==> config.mk <==
export PLATFORM = sky130hd
export DESIGN_NAME = secded_mem_engine
export DESIGN_NICKNAME = d
export VERILOG_FILES = /design/src/rtl/secded_pkg.sv /design/src/rtl/secded_codec.sv /design/src/rtl/secded_mem_engine.sv
export SDC_FILE = /design/constraint.sdc
export NUM_CORES = 1
export LEC_CHECK = 0
export CORE_MARGIN = 2
export CORE_UTILIZATION = 30
export DETAILED_ROUTE_END_ITERATION = 10
export PLACE_DENSITY = 0.57
export SLEW_MARGIN = 25
export SYNTH_ARGS = -nofsm -noshare
export SYNTH_HDL_FRONTEND = slang
export SYNTH_HIERARCHICAL = 1
export SYNTH_SLANG_ARGS = --single-unit
==> constraint.sdc <==
create_clock -name clock -period 6.4 [get_ports clock]
set_clock_uncertainty 0.1 [all_clocks]
set_input_delay 1.6 -clock clock [delete_from_list [all_inputs] [get_ports clock]]
set_output_delay 1.6 -clock clock [all_outputs]
set_load 0.1 [all_outputs]
==> src/rtl/secded_pkg.sv <==
// Shared types and constants for the SECDED memory engine.
// Holds FSM states, decode flags and the data-bit placement in the code word.
package secded_pkg;

  typedef enum logic [2:0] {
    IDLE,
    RD_LO,
    RD_HI,
    WR_LO,
    WR_HI,
    DONE
  } state_t;

  localparam logic [1:0] FLG_NONE   = 2'b00;
  localparam logic [1:0] FLG_SINGLE = 2'b01;
  localparam logic [1:0] FLG_DOUBLE = 2'b10;

  // Hamming position of data bit d(j+1), entry j
  localparam logic [10:0][3:0] DATA_POS = {
    4'd15, 4'd14, 4'd13, 4'd12, 4'd11, 4'd10,
    4'd9, 4'd7, 4'd6, 4'd5, 4'd3
  };

endpackage

==> src/rtl/secded_codec.sv <==
// Combinational extended-Hamming (16,11) encoder and decoder.
// Encodes raw[10:0]; decodes raw as a code word with single-bit correction.
module secded_codec
  import secded_pkg::*;
(
  input  logic [15:0] raw,
  output logic [15:0] code,
  output logic [10:0] data,
  output logic [1:0]  flags
);

  logic        par;
  logic        par_all;
  logic [3:0]  syn;
  logic [15:0] fixed;

  always_comb begin
    code = '0;
    par  = 1'b0;
    for (int j = 0; j < 11; j++) begin
      code[DATA_POS[j]] = raw[j];
    end
    for (int n = 0; n < 4; n++) begin
      par = 1'b0;
      for (int k = 1; k < 16; k++) begin
        if (k[n]) par ^= code[k];
      end
      code[1 << n] = par;
    end
    code[0] = ^code[15:1];
  end

  always_comb begin
    syn     = '0;
    par_all = ^raw;
    fixed   = raw;
    data    = '0;
    for (int k = 1; k < 16; k++) begin
      if (raw[k]) syn ^= k[3:0];
    end
    // syndrome 0 with odd parity points at p0 itself
    if (par_all) fixed[syn] = ~fixed[syn];
    if (par_all) flags = FLG_SINGLE;
    else if (syn != '0) flags = FLG_DOUBLE;
    else flags = FLG_NONE;
    for (int j = 0; j < 11; j++) begin
      data[j] = fixed[DATA_POS[j]];
    end
  end

endmodule

==> src/rtl/secded_mem_engine.sv <==
// Memory-to-memory SECDED engine: encodes or decodes NUM_MSG 16-bit words.
// Four cycles per message: read low, read high, write low, write high.
module secded_mem_engine
  import secded_pkg::*;
#(
  parameter int NUM_MSG      = 15,
  parameter int AW           = 8,
  parameter int ENC_SRC_BASE = 0,
  parameter int ENC_DST_BASE = 30,
  parameter int DEC_SRC_BASE = 30,
  parameter int DEC_DST_BASE = 0,
  localparam int CW = $clog2(NUM_MSG + 1)
) (
  input  logic          clock,
  input  logic          reset,
  input  logic          req,
  input  logic          mode,
  output logic          ack,
  output logic [AW-1:0] mem_addr,
  input  logic [7:0]    mem_rd_data,
  output logic          mem_wr_en,
  output logic [7:0]    mem_wr_data,
  output logic [CW-1:0] n_single,
  output logic [CW-1:0] n_double
);

  localparam int IW = 7;
  localparam logic [AW-1:0] ENC_SRC = AW'(ENC_SRC_BASE);
  localparam logic [AW-1:0] ENC_DST = AW'(ENC_DST_BASE);
  localparam logic [AW-1:0] DEC_SRC = AW'(DEC_SRC_BASE);
  localparam logic [AW-1:0] DEC_DST = AW'(DEC_DST_BASE);
  localparam logic [IW-1:0] LAST    = IW'(NUM_MSG - 1);

  state_t        state;
  logic [IW-1:0] idx;
  logic          mode_q;
  logic [7:0]    lo_q;
  logic [7:0]    hi_q;

  logic [15:0]   raw;
  logic [15:0]   code;
  logic [10:0]   data;
  logic [1:0]    flags;
  logic [7:0]    res_lo;
  logic [7:0]    res_hi;
  logic [AW-1:0] src;
  logic [AW-1:0] dst;

  function automatic logic [AW-1:0] addr_of(
    input logic [AW-1:0] base,
    input logic [IW-1:0] i,
    input logic          odd
  );
    return base + AW'({i, odd});
  endfunction

  // high byte is still on the bus while in RD_HI
  assign raw = (state == RD_HI) ? {mem_rd_data, lo_q}
                                : {hi_q, lo_q};
  assign src = mode_q ? DEC_SRC : ENC_SRC;
  assign dst = mode_q ? DEC_DST : ENC_DST;

  assign res_lo = mode_q ? data[7:0] : code[7:0];
  assign res_hi = mode_q ? {flags, 3'b000, data[10:8]}
                         : code[15:8];

  secded_codec u_codec (
    .raw   (raw),
    .code  (code),
    .data  (data),
    .flags (flags)
  );

  always_ff @(posedge clock or posedge reset) begin
    if (reset) begin
      state       <= IDLE;
      idx         <= '0;
      mode_q      <= 1'b0;
      lo_q        <= '0;
      hi_q        <= '0;
      ack         <= 1'b0;
      mem_addr    <= '0;
      mem_wr_en   <= 1'b0;
      mem_wr_data <= '0;
      n_single    <= '0;
      n_double    <= '0;
    end else begin
      unique case (state)
        IDLE, DONE: begin
          if (req) begin
            mode_q   <= mode;
            idx      <= '0;
            n_single <= '0;
            n_double <= '0;
            ack      <= 1'b0;
            mem_addr <= mode ? DEC_SRC : ENC_SRC;
            state    <= RD_LO;
          end
        end
        RD_LO: begin
          lo_q     <= mem_rd_data;
          mem_addr <= addr_of(src, idx, 1'b1);
          state    <= RD_HI;
        end
        RD_HI: begin
          hi_q        <= mem_rd_data;
          mem_addr    <= addr_of(dst, idx, 1'b0);
          mem_wr_en   <= 1'b1;
          mem_wr_data <= res_lo;
          state       <= WR_LO;
        end
        WR_LO: begin
          mem_addr    <= addr_of(dst, idx, 1'b1);
          mem_wr_data <= res_hi;
          state       <= WR_HI;
        end
        WR_HI: begin
          if (mode_q && flags == FLG_SINGLE)
            n_single <= n_single + 1'b1;
          if (mode_q && flags == FLG_DOUBLE)
            n_double <= n_double + 1'b1;
          mem_wr_en   <= 1'b0;
          mem_wr_data <= '0;
          if (idx == LAST) begin
            ack      <= 1'b1;
            mem_addr <= '0;
            state    <= DONE;
          end else begin
            idx      <= idx + 1'b1;
            mem_addr <= addr_of(src, idx + 1'b1, 1'b0);
            state    <= RD_LO;
          end
        end
        default: state <= IDLE;
      endcase
    end
  end

endmodule

==> results.md <==
- The count of input and output buffers is 37.
- The path class of the lowest-slack min-delay path is flip-flop to flip-flop.
- TritonCTS built the clock tree.
- The number of failing hold endpoints at the final stage is 0.
- The number of gates given a new drive strength after cts is 0.
- The post-detailed-routing wire length is 9.518 mm.
- The per-cell routed wire length is 15.78 um.
- In this run the remaining antenna-violating nets after routing total 0.
- The netlist area before placement is 0.004086 sq mm.
- On the worst path, the slowest cell contributes a delay of 0.73 ns.
- Of the synthesized area, sequential elements account for 0.3246.
- The prevailing post-synth register cell is dfrtp_1.
- Measured in cells, the most critical reg-to-reg path has a length of 12.
- For this run, the total global-route usage over all layers was measured as 0.1358.
- The fraction of synthesis flops using an asynchronous set or reset pin is 1.000.
- After detailed routing, the number of remaining DRC violations is 0.
- Before antenna repair, the detailed router went through 5 iterations.
- At the end of the flow the core is filled with cells to 0.3499.
- After synthesis, the cell types taking the most area are dfrtp_1, mux2_2, xnor2_1.
- Routability-driven placement finished with a final weighted congestion of 0.8694.
- The run finished with clean final reports.
- The detail-routed via count per cell is 5.061.
- The global-route wire length before repair is 15.77 mm.
- Setup violations remaining at the end of the flow were counted as 0.
- Summing over every cut layer, the via total after detailed routing is 3052.
- The die covers 0.01457 sq mm.
- Of the post-synthesis cell area, the dominant cell type holds 0.3246.
- Traced cell by cell, the critical path runs through nand2b_1, nor2_2, mux2_2, xnor3_1, xor3_2, xnor2_4, nand3b_1, a221o_1, nor2b_1, nand3_1, or3_1, a21oi_1.
- The hold buffer count at cts is 0.
- Relative to the synthesized area, the layout overhead comes to 13.84%.
- The H-tree was split into 2 levels.
- In this run the horizontal extent of the chip is 120.7 um.
- After global routing the overflow that remains totals 0.
- Along the worst hold path, the cell count comes to 2.
- From bottom edge to top edge, the die measures 120.7 um.
- The clock period minus worst slack is 4.847 ns.
- The fraction of layout cells with a size suffix above 1 is 0.1452.
- The detailed-placement wirelength estimate is 7.177 mm.
- The total power divided by cell area is 248.9 mW/mm^2.
- The number of top-level pins is 38.
- The maximum number of pins on one net before global-route repair is 54.
- Counting instances in the post-synthesis netlist gives the leading cell types as dfrtp_1, nand2_1, mux2_2, xnor2_1, nor2_1.
- The ratio of final minimum period to clock period is 0.7573.
- Setup slack closes at 1.553 ns.
- The initial standard-cell utilization of the core is 0.3074.
- Static timing analysis puts the maximum clock frequency at 206.3 MHz.
- The finished layout cell area is 0.004652 sq mm.
- The largest fanout of any net on the critical path is 19.
- The worst register-to-register path ends at n_single[3].
- The maximum resistive drop on vdd is 0.1435 mV.
- For the pin with the worst max-slew slack, the measured transition is 1.004 ns.
- The worst setup path is launched from a flip-flop.
- Setup total negative slack on the finished layout was measured at 0 ns.
- The number of pins with negative max-slew slack in the final report came to 0.
- The worst register-to-register path begins at state[1].
- The start point of the worst hold path is mem_addr[0].
- The overall power after layout is 1158 uW.
- The antenna diode count is 0.
- The number of sinks on the clock net is 53.
- The detailed router finished its first iteration with 256 violations.
- The flop-to-flop setup slack is 1.55 ns.
- Yosys printed 6 warnings.
- The deepest clock path buffer count is 2.
- The clock-pin transition on the worst setup and hold timing paths is 0.08 ns.
- The initialized floorplan defines 42 standard-cell rows.
- For this design the static power due to leakage is 0.001891 uW.
- In this run, distinct cell masters in the synthesized netlist total 64.
- The worst setup path is captured at a flip-flop.
- The final layout net count is 453.
- The synthesized design contains 53 register bits.
- The post-synthesis instance total is 410.
- Buffers inserted during clock tree synthesis total 5.
- Headroom to the max-slew limit came out at 0.3286.
- The worst hold path endpoint is mem_addr[0].
- The slowest cell on the critical path is dfrtp_1.
- The max-capacitance violation count is 0.
- At the worst endpoint, the arrival time is 4.97 ns.
- The worst setup path is of the flip-flop to flip-flop kind.
- The core region is 0.01330 sq mm.
- The number of enable flip-flop cells after synthesis is 0.
- The post-place setup slack is 1.337 ns.
- Setup repair after global routing left no endpoint under its margin.
- The number of antenna violations at the first check in global routing was 0.
- By instance count, the leading cell after synthesis is dfrtp_1.
- For the worst setup path, the data required time is 6.53 ns.
- The number of nets in the synthesized netlist is 437.
- In this run the clock root is driven by a clkbuf_16.
- The via count of the first global-routing pass came to 3014.
- The placed instances occupy a cell area of 0.004502 sq mm.
- The top cell type by total area after synthesis is dfrtp_1.
- Dividing the synthesized area by the synthesized cell count gives 9.967 sq um.
- The number of buffers inserted to repair setup after CTS is 0.
- The count of filler cells inserted in the layout is 1368.
- The clock latency at the later pin of the worst-skew pair is 0.30 ns.
[placed cells by master (no fill, tap or decap), drive strengths merged, types with 5 or more instances in the layout]
cell type      netlist  final
nor2                26     26
a211oi               8      8
nand3               12     12
inv                 12     13
nor2b                9      9
a21oi               10     10
nand2               44     44
xor2                20     20
xnor2               27     27
o21ai               22     22
mux4                 6      6
dfrtp               53     53
nand2b               5      5
mux2                28     28
clkbuf               3      5
xnor3                5      5
ha                  13     13
clkdlybuf4s50        0     37
mux2i               19     19
o22ai                8      8
[cells by family (layout without fill, tap and decap cells)]
group                    Yosys count  after routing  synth area share
AND/OR/NAND/NOR                  118            118            0.1396
AO/OA/AOI/OAI                     76             76            0.1289
XOR/XNOR                          53             53            0.1430
multiplexers                      53             53            0.1568
flip-flops                        53             53            0.3246
buffers and inverters             42             59           0.05756
adder cells (fa/ha/maj)           15             15           0.04960
[cell type report]
| type | instances | area [sq um] | share of cell area |
|---|---|---|---|
| timing repair buffer | 39 | 385.4 | 0.08284 |
| clock inverter | 3 | 25.02 | 0.005379 |
| tap | 176 | 220.2 | 0.04734 |
| multi-input combinational | 315 | 2525 | 0.5428 |
| inverter | 12 | 45.04 | 0.009683 |
| sequential | 53 | 1326 | 0.2851 |
| clock buffer | 5 | 125.1 | 0.02690 |
[worst max path at each step]
stage                    from  cells after the start        endpoint
3_5_place_dp   mem_rd_data[2]                     11     n_single[3]
5_1_grt              state[1]                     12     n_single[3]
2_1_floorplan  mem_rd_data[2]                     10  mem_wr_data[2]
4_1_cts              state[2]                     12     n_single[3]
6_report             state[1]                     12     n_single[3]
3_3_place_gp   mem_rd_data[2]                     11     n_single[3]
[sequential cells by signal, indices dropped and copies added, names as in the netlist]
name and count:
mem_wr_en 1, ack 1, lo_q 8, idx 7, mem_addr 8, mode_q 1, state 3, n_single 4
hi_q 8, n_double 4, mem_wr_data 8
[worst max-delay path: cells and delay by family (launching register included)]
| family | cells | cell delay [ns] |
|---|---|---|
| compound gates | 2 | 0.54 |
| xor+xnor | 3 | 1.00 |
| flops | 1 | 0.73 |
| mux | 1 | 0.49 |
| simple gates | 6 | 1.90 |
[per-stage QoR]
step | cells | hold WS [ns]
3_3_place_gp | 595 | 0.3642
6_report | 603 | 0.3833
2_1_floorplan | 410 | 0.3683
4_1_cts | 603 | 0.3915
5_1_grt | 603 | 0.4263
3_5_place_dp | 595 | 0.3729
[metal layers]
metal / vias up / part of all wire / GRT usage
li1: 1478 / - / -
met1: 1494 / 0.49 / 0.1944
met2: 75 / 0.47 / 0.2186
met3: 5 / 0.041 / 0.02217
met4: 0 / 0.0054 / 0.02326
met5: - / 0 / 0
[report_power, final]
group | internal [uW] | leakage (uW) | switching (uW)
clock | 147 | 0.0000704 | 134
sequential | 360 | 0.000669 | 29.2
combinational | 172 | 0.00115 | 315
total | 680 | 0.00189 | 478
Note: power is estimated with default switching activity, not from simulation.
